### src/rtl/ttag_pkg.sv
// Shared types and widths for the time-tag sequencer.
package ttag_pkg;

  localparam int CNT_W = 27;
  localparam int SEC_W = 4;
  localparam int TAG_W = CNT_W + SEC_W;

  typedef enum logic [0:0] {
    WAIT_PPS = 1'b0,
    ARMED    = 1'b1
  } state_t;

endpackage

### src/rtl/ttag_fifo.sv
// Tag FIFO: power-of-two depth circular buffer, head presented from storage.
// A push into a full FIFO is accepted only when a pop happens in the same cycle.
module ttag_fifo import ttag_pkg::*; #(
  parameter int WIDTH = TAG_W,
  parameter int DEPTH = 4
) (
  input  logic             clk,
  input  logic             res,
  input  logic             push,
  input  logic [WIDTH-1:0] push_data,
  input  logic             pop,
  output logic [WIDTH-1:0] head_data,
  output logic             full,
  output logic             empty
);

  localparam int AW = $clog2(DEPTH);

  logic [WIDTH-1:0] mem_r [DEPTH];
  logic [AW-1:0]    wr_ptr_r;
  logic [AW-1:0]    rd_ptr_r;
  logic [AW:0]      count_r;
  logic             pop_ok_s;
  logic             push_ok_s;

  assign full      = (count_r == (AW+1)'(DEPTH));
  assign empty     = (count_r == {(AW+1){1'b0}});
  assign pop_ok_s  = pop & ~empty;
  assign push_ok_s = push & (~full | pop_ok_s);
  assign head_data = mem_r[rd_ptr_r];

  // storage, pointers and occupancy
  always_ff @(posedge clk) begin
    if (res) begin
      wr_ptr_r <= {AW{1'b0}};
      rd_ptr_r <= {AW{1'b0}};
      count_r  <= {(AW+1){1'b0}};
      for (int i = 0; i < DEPTH; i++) begin
        mem_r[i] <= {WIDTH{1'b0}};
      end
    end else begin
      if (push_ok_s) begin
        mem_r[wr_ptr_r] <= push_data;
        wr_ptr_r        <= wr_ptr_r + AW'(1);
      end
      if (pop_ok_s) begin
        rd_ptr_r <= rd_ptr_r + AW'(1);
      end
      case ({push_ok_s, pop_ok_s})
        2'b10:   count_r <= count_r + (AW+1)'(1);
        2'b01:   count_r <= count_r - (AW+1)'(1);
        default: count_r <= count_r;
      endcase
    end
  end

endmodule

### src/rtl/time_tag_sequencer.sv
// PPS-disciplined time tagger: manages an external free-running counter and
// queues {second index, count} tags on trigger edges. Optional macro
// TTAG_INPUT_SYNC_EN adds 2-flop synchronizers on pps/trig.
module time_tag_sequencer import ttag_pkg::*; #(
  parameter int CNT_W      = ttag_pkg::CNT_W,
  parameter int FIFO_DEPTH = 4
) (
  input  logic                   clk,
  input  logic                   res,
  input  logic                   pps,
  input  logic                   trig,
  input  logic [CNT_W-1:0]       cnt_val,
  output logic                   cnt_clr,
  output logic [CNT_W-1:0]       pps_period,
  output logic [CNT_W+SEC_W-1:0] tag_data,
  output logic                   tag_valid,
  input  logic                   tag_ready,
  output logic                   ovf,
  input  logic                   ovf_clr,
  output logic                   pps_lost
);

  logic pps_in_s;
  logic trig_in_s;

`ifdef TTAG_INPUT_SYNC_EN
  logic [1:0] pps_sync_r;
  logic [1:0] trig_sync_r;

  // pins may come from outside this clock domain
  always_ff @(posedge clk) begin
    if (res) begin
      pps_sync_r  <= 2'b00;
      trig_sync_r <= 2'b00;
    end else begin
      pps_sync_r  <= {pps_sync_r[0], pps};
      trig_sync_r <= {trig_sync_r[0], trig};
    end
  end

  assign pps_in_s  = pps_sync_r[1];
  assign trig_in_s = trig_sync_r[1];
`else
  assign pps_in_s  = pps;
  assign trig_in_s = trig;
`endif

  logic             pps_q_r, pps_prev_r, trig_q_r, trig_prev_r;
  logic             pps_edge_s, trig_edge_s;
  state_t           state_r, state_nxt_s;
  logic [SEC_W-1:0] sec_idx_r, sec_nxt_s;
  logic [CNT_W-1:0] pps_period_r, period_nxt_s;
  logic             pps_lost_r, lost_nxt_s;
  logic             cnt_clr_r, ovf_r;
  logic             push_s, pop_s, drop_s;
  logic             fifo_full_s, fifo_empty_s;

  // edge-detect registers
  always_ff @(posedge clk) begin
    if (res) begin
      pps_q_r     <= 1'b0;
      pps_prev_r  <= 1'b0;
      trig_q_r    <= 1'b0;
      trig_prev_r <= 1'b0;
    end else begin
      pps_q_r     <= pps_in_s;
      pps_prev_r  <= pps_q_r;
      trig_q_r    <= trig_in_s;
      trig_prev_r <= trig_q_r;
    end
  end

  assign pps_edge_s  = pps_q_r & ~pps_prev_r;
  assign trig_edge_s = trig_q_r & ~trig_prev_r;

  // next state; a coincident trig is tagged with the pre-PPS sec_idx and count
  always_comb begin
    state_nxt_s  = state_r;
    sec_nxt_s    = sec_idx_r;
    period_nxt_s = pps_period_r;
    lost_nxt_s   = pps_lost_r;
    push_s       = 1'b0;
    case (state_r)
      WAIT_PPS: begin
        if (pps_edge_s) begin
          state_nxt_s = ARMED;
          sec_nxt_s   = {SEC_W{1'b0}};
          lost_nxt_s  = 1'b0;
        end else begin
          state_nxt_s = WAIT_PPS;
        end
      end
      ARMED: begin
        push_s = trig_edge_s;
        if (pps_edge_s) begin
          period_nxt_s = cnt_val;
          sec_nxt_s    = sec_idx_r + SEC_W'(1);
        end else if (&cnt_val) begin
          lost_nxt_s  = 1'b1;
          state_nxt_s = WAIT_PPS;
        end else begin
          state_nxt_s = ARMED;
        end
      end
      default: begin
        state_nxt_s = WAIT_PPS;
      end
    endcase
  end

  assign pop_s  = tag_valid & tag_ready;
  assign drop_s = push_s & fifo_full_s & ~pop_s;

  // control registers; ovf set wins over its clear
  always_ff @(posedge clk) begin
    if (res) begin
      state_r      <= WAIT_PPS;
      sec_idx_r    <= {SEC_W{1'b0}};
      pps_period_r <= {CNT_W{1'b0}};
      pps_lost_r   <= 1'b0;
      cnt_clr_r    <= 1'b0;
      ovf_r        <= 1'b0;
    end else begin
      state_r      <= state_nxt_s;
      sec_idx_r    <= sec_nxt_s;
      pps_period_r <= period_nxt_s;
      pps_lost_r   <= lost_nxt_s;
      cnt_clr_r    <= pps_edge_s;
      if (drop_s) begin
        ovf_r <= 1'b1;
      end else if (ovf_clr) begin
        ovf_r <= 1'b0;
      end
    end
  end

  ttag_fifo #(
    .WIDTH (CNT_W + SEC_W),
    .DEPTH (FIFO_DEPTH)
  ) u_fifo (
    .clk       (clk),
    .res       (res),
    .push      (push_s),
    .push_data ({sec_idx_r, cnt_val}),
    .pop       (pop_s),
    .head_data (tag_data),
    .full      (fifo_full_s),
    .empty     (fifo_empty_s)
  );

  assign tag_valid  = ~fifo_empty_s;
  assign cnt_clr    = cnt_clr_r;
  assign pps_period = pps_period_r;
  assign ovf        = ovf_r;
  assign pps_lost   = pps_lost_r;

endmodule

### config.mk
export PLATFORM = sky130hd
export DESIGN_NAME = time_tag_sequencer
export DESIGN_NICKNAME = d
export VERILOG_FILES = /design/src/rtl/ttag_pkg.sv /design/src/rtl/ttag_fifo.sv /design/src/rtl/time_tag_sequencer.sv
export SDC_FILE = /design/constraint.sdc
export NUM_CORES = 1
export LEC_CHECK = 0
export ABC_AREA = 1
export CORE_MARGIN = 2
export CORE_UTILIZATION = 40
export DETAILED_ROUTE_END_ITERATION = 12
export GPL_TIMING_DRIVEN = 0
export PLACE_DENSITY_LB_ADDON = 0.08
export SLEW_MARGIN = 20
export SYNTH_ARGS = -nofsm -noshare
export SYNTH_HDL_FRONTEND = slang
export SYNTH_SLANG_ARGS = --single-unit
### constraint.sdc
create_clock -name clk -period 7.15 [get_ports clk]
set_input_delay 0.715 -clock clk [delete_from_list [all_inputs] [get_ports clk]]
set_output_delay 0.715 -clock clk [all_outputs]
set_load 0.005 [all_outputs]
==> reports/qor.yml <==
placed_design:
  placedCellCount: 1053
  gp_congestion: 0.776
  place_ws_ps: 3910
  io_buffers: 93
  dp_hpwl_mm: 13.1
synth:
  synth-seq-cells: 172
  synthCells: 726
  syn_area_mm2: 0.00738
  synth-seq-area-share_pct: 63.5
  synth_area_leader_cell: "edfxtp_1"
  synth.distinct_cells: 30
  synth.avg_cell_area_um2: 10.2
  synth.yosys.warnings: 0
  synth_top_area_share_pct: 50.5
  netlist_top_cells_area: "edfxtp_1, dfxtp_1, nor2_1"
  syn-num-nets: 761
clock_tree:
  clock-sinks: 172
  clockBufferDepth: 2
  cts_setup_buffers: 0
  clkTransAtPathRegs_ps: 60
  cts_hold_buf: 0
  cts_tree: "done"
  cts_buffers: 17
  clk-insertion-delay-late_ps: 420
  cts_max_level: 4
  cts-resized-gates: 0
  clock-root-buffer: "clkbuf_16"
timing:
  hold_viol_final: 0
  skew_ps: 7.42
  setup_viol: 0
  finalCritPeriodShare_pct: 44.6
  tns_ps: 0
  grt_setup_unrepaired: "no"
  finalWorstSetupSlack_ps: 3960
  worst_pin_slew_ps: 823
  relSlewSlack_pct: 45.1
  max_freq_mhz: 314
  layout_min_cycle_time_ps: 3190
  slew_viol_final: 0
final_layout:
  instances_no_fill: 1085
  syn_to_final_growth_pct: 26.4
  nets: 878
  drive_gt1_share_pct: 9.11
  antenna_cells: 0
worst_hold_path:
  min_path_cells: 2
  hold_start: "trig_q_r"
  hold_class: "reg -> reg"
detailed_routing:
  first_iter_violations: 461
  wl_per_cell_um: 17.9
  drc: 0
  detail-route-antenna-nets: 0
  viasPerCell: 5.08
  drt_pass1_iterations: 5
  wirelength_mm: 19.4
  route.vias.total: 5515
grt:
  overflow: 0
  grt_pass1_vias: 5506
  antenna_found_initial: 0
  grt_pass1_wl_mm: 30.4
  grt_max_degree: 19
  grtUsageTotal_pct: 20.4
floorplanning:
  ios: 95
  dieHeight_um: 140
  die_x_um: 140
  core-area_mm2: 0.0180
  rows: 49
  start_util_pct: 40.9
  die_area_mm2: 0.0195
setup_path:
  slowest_delay_ps: 550
  cp.buffers_inverters: 4
  path_class: "reg -> out"
  r2r_start: "state_r"
  crit_arrival_ps: 2470
  cp-end-kind: "output port"
  worstPathRequired_ps: 6430
  critPathMaxFanout: 10
  critPathTopFamily: "buffers and inverters"
  crit_path_cell_trace: "buf_2, clkinv_1, clkbuf_1, nor2_1, o22ai_1, clkdlybuf4s50_1"
  slowest_stage: "clkdlybuf4s50_1"
  critPathLaunchType: "flip-flop"
  r2r_cells: 6
  path_depth: 6
power:
  ir_worst_vdd_mv: 0.172
  powerDensity_mw_per_mm2: 276
  p_leak_nw: 3.33
run_status:
  status: "complete, no violations"
flow_run:
  maxCapViolCount: 0
## worst paths after layout
check | end | slack (ps)
setup / recovery | tag_data[0] | 3960
hold reg to reg | trig_prev_r | 430
setup reg to reg | u_fifo.mem_r[3][6] | 4790
hold / removal | trig_prev_r | 430
## stage by stage
step	instance area [µm²]	utilization (%)	power, mW	hold slack, ps
finish	9330	51.7	2.57	432
global route	9330	51.7	2.68	469
CTS	9330	51.7	2.59	434
detailed placement	8750	48.5	1.70	423
global placement	8590	47.7	1.68	424
floorplan	7380	-	1.40	403
## final cells by class
type | count | area (µm²)
buffer | 41 | 210
clock buffer | 28 | 528
clock inverter | 4 | 51.3
fill | 1682 | 8700
inverter | 85 | 319
multi-input combinational | 428 | 2200
sequential | 172 | 4680
tap | 229 | 287
timing repair buffer | 98 | 1040
## worst min-delay path: cells and delay by family, from the launching register on
kind | cells | cell delay (ps)
flip-flops | 1 | 310
buffers and inverters | 1 | 50
AND/OR/NAND/NOR | 1 | 30
## flip-flops by register name, indices dropped and copies added (netlist names), named ones only
signal	flops
trig_q_r	1
sec_idx_r	4
u_fifo.rd_ptr_r	2
trig_prev_r	1
pps_period	27
u_fifo.wr_ptr_r	2
pps_prev_r	1
ovf	1
u_fifo.mem_r	124
u_fifo.count_r	3
state_r	1
cnt_clr	1
pps_lost	1
pps_q_r	1
## cells in the mapped netlist
library cell / number
edfxtp_1: 124
a21oi_1: 36
o22ai_1: 33
o21ai_0: 98
nand2_1: 29
a21boi_0: 1
inv_1: 82
o31ai_1: 1
buf_2: 3
clkbuf_1: 31
nor2_2: 2
xnor2_1: 1
clkinv_1: 2
buf_8: 2
ha_1: 1
nor2_4: 28
buf_1: 1
nand3_4: 1
nor3_1: 9
nand4_1: 2
o21bai_1: 1
a21oi_2: 1
nand2_2: 1
buf_6: 4
dfxtp_1: 48
fa_1: 1
and2_1: 1
nor2_1: 173
nand3_1: 8
inv_2: 1
## cell usage in the layout, fill, tap and decap left out, drive strengths merged, types with 2 or more instances in the layout
cell type,netlist,final
dfxtp,48,48
clkdlybuf4s50,0,93
nor2,203,203
buf,10,15
nand2,30,30
a21oi,37,37
edfxtp,124,124
o22ai,33,33
clkinv,2,2
nand4,2,2
o21ai,98,98
nand3,9,9
nor3,9,9
clkinvlp,0,2
clkbuf,31,59
inv,83,84
## per-layer routing
layer  share of wire (%)  global-route usage [%]  vias to the layer above
li1                    -                       -                     2669
met1                  46                    27.5                     2681
met2                  49                    33.8                      146
met3                 4.2                    3.82                       19
met4                 1.4                    5.89                        0
met5                   0                       0                        -
## cell families (layout without fill, tap and decap cells)
| group | after synthesis | count (layout) | synth area share, % |
|---|---|---|---|
| and+or+nand+nor | 254 | 254 | 16.5 |
| adders and majority gates | 2 | 2 | 0.441 |
| buffers and inverters | 126 | 256 | 7.17 |
| xor gates and xnor gates | 1 | 1 | 0.119 |
| DFF | 172 | 172 | 63.5 |
| AOI/OAI and AO/OA | 171 | 171 | 12.3 |
## report_power, final
| part | internal (mW) | switching (mW) | total, mW |
|---|---|---|---|
| logic | 0.237 | 0.303 | 0.540 |
| registers | 1.11 | 0.0175 | 1.13 |
| clock network | 0.539 | 0.366 | 0.905 |
| total | 1.89 | 0.687 | 2.57 |
(Power assumes the default switching activity.)
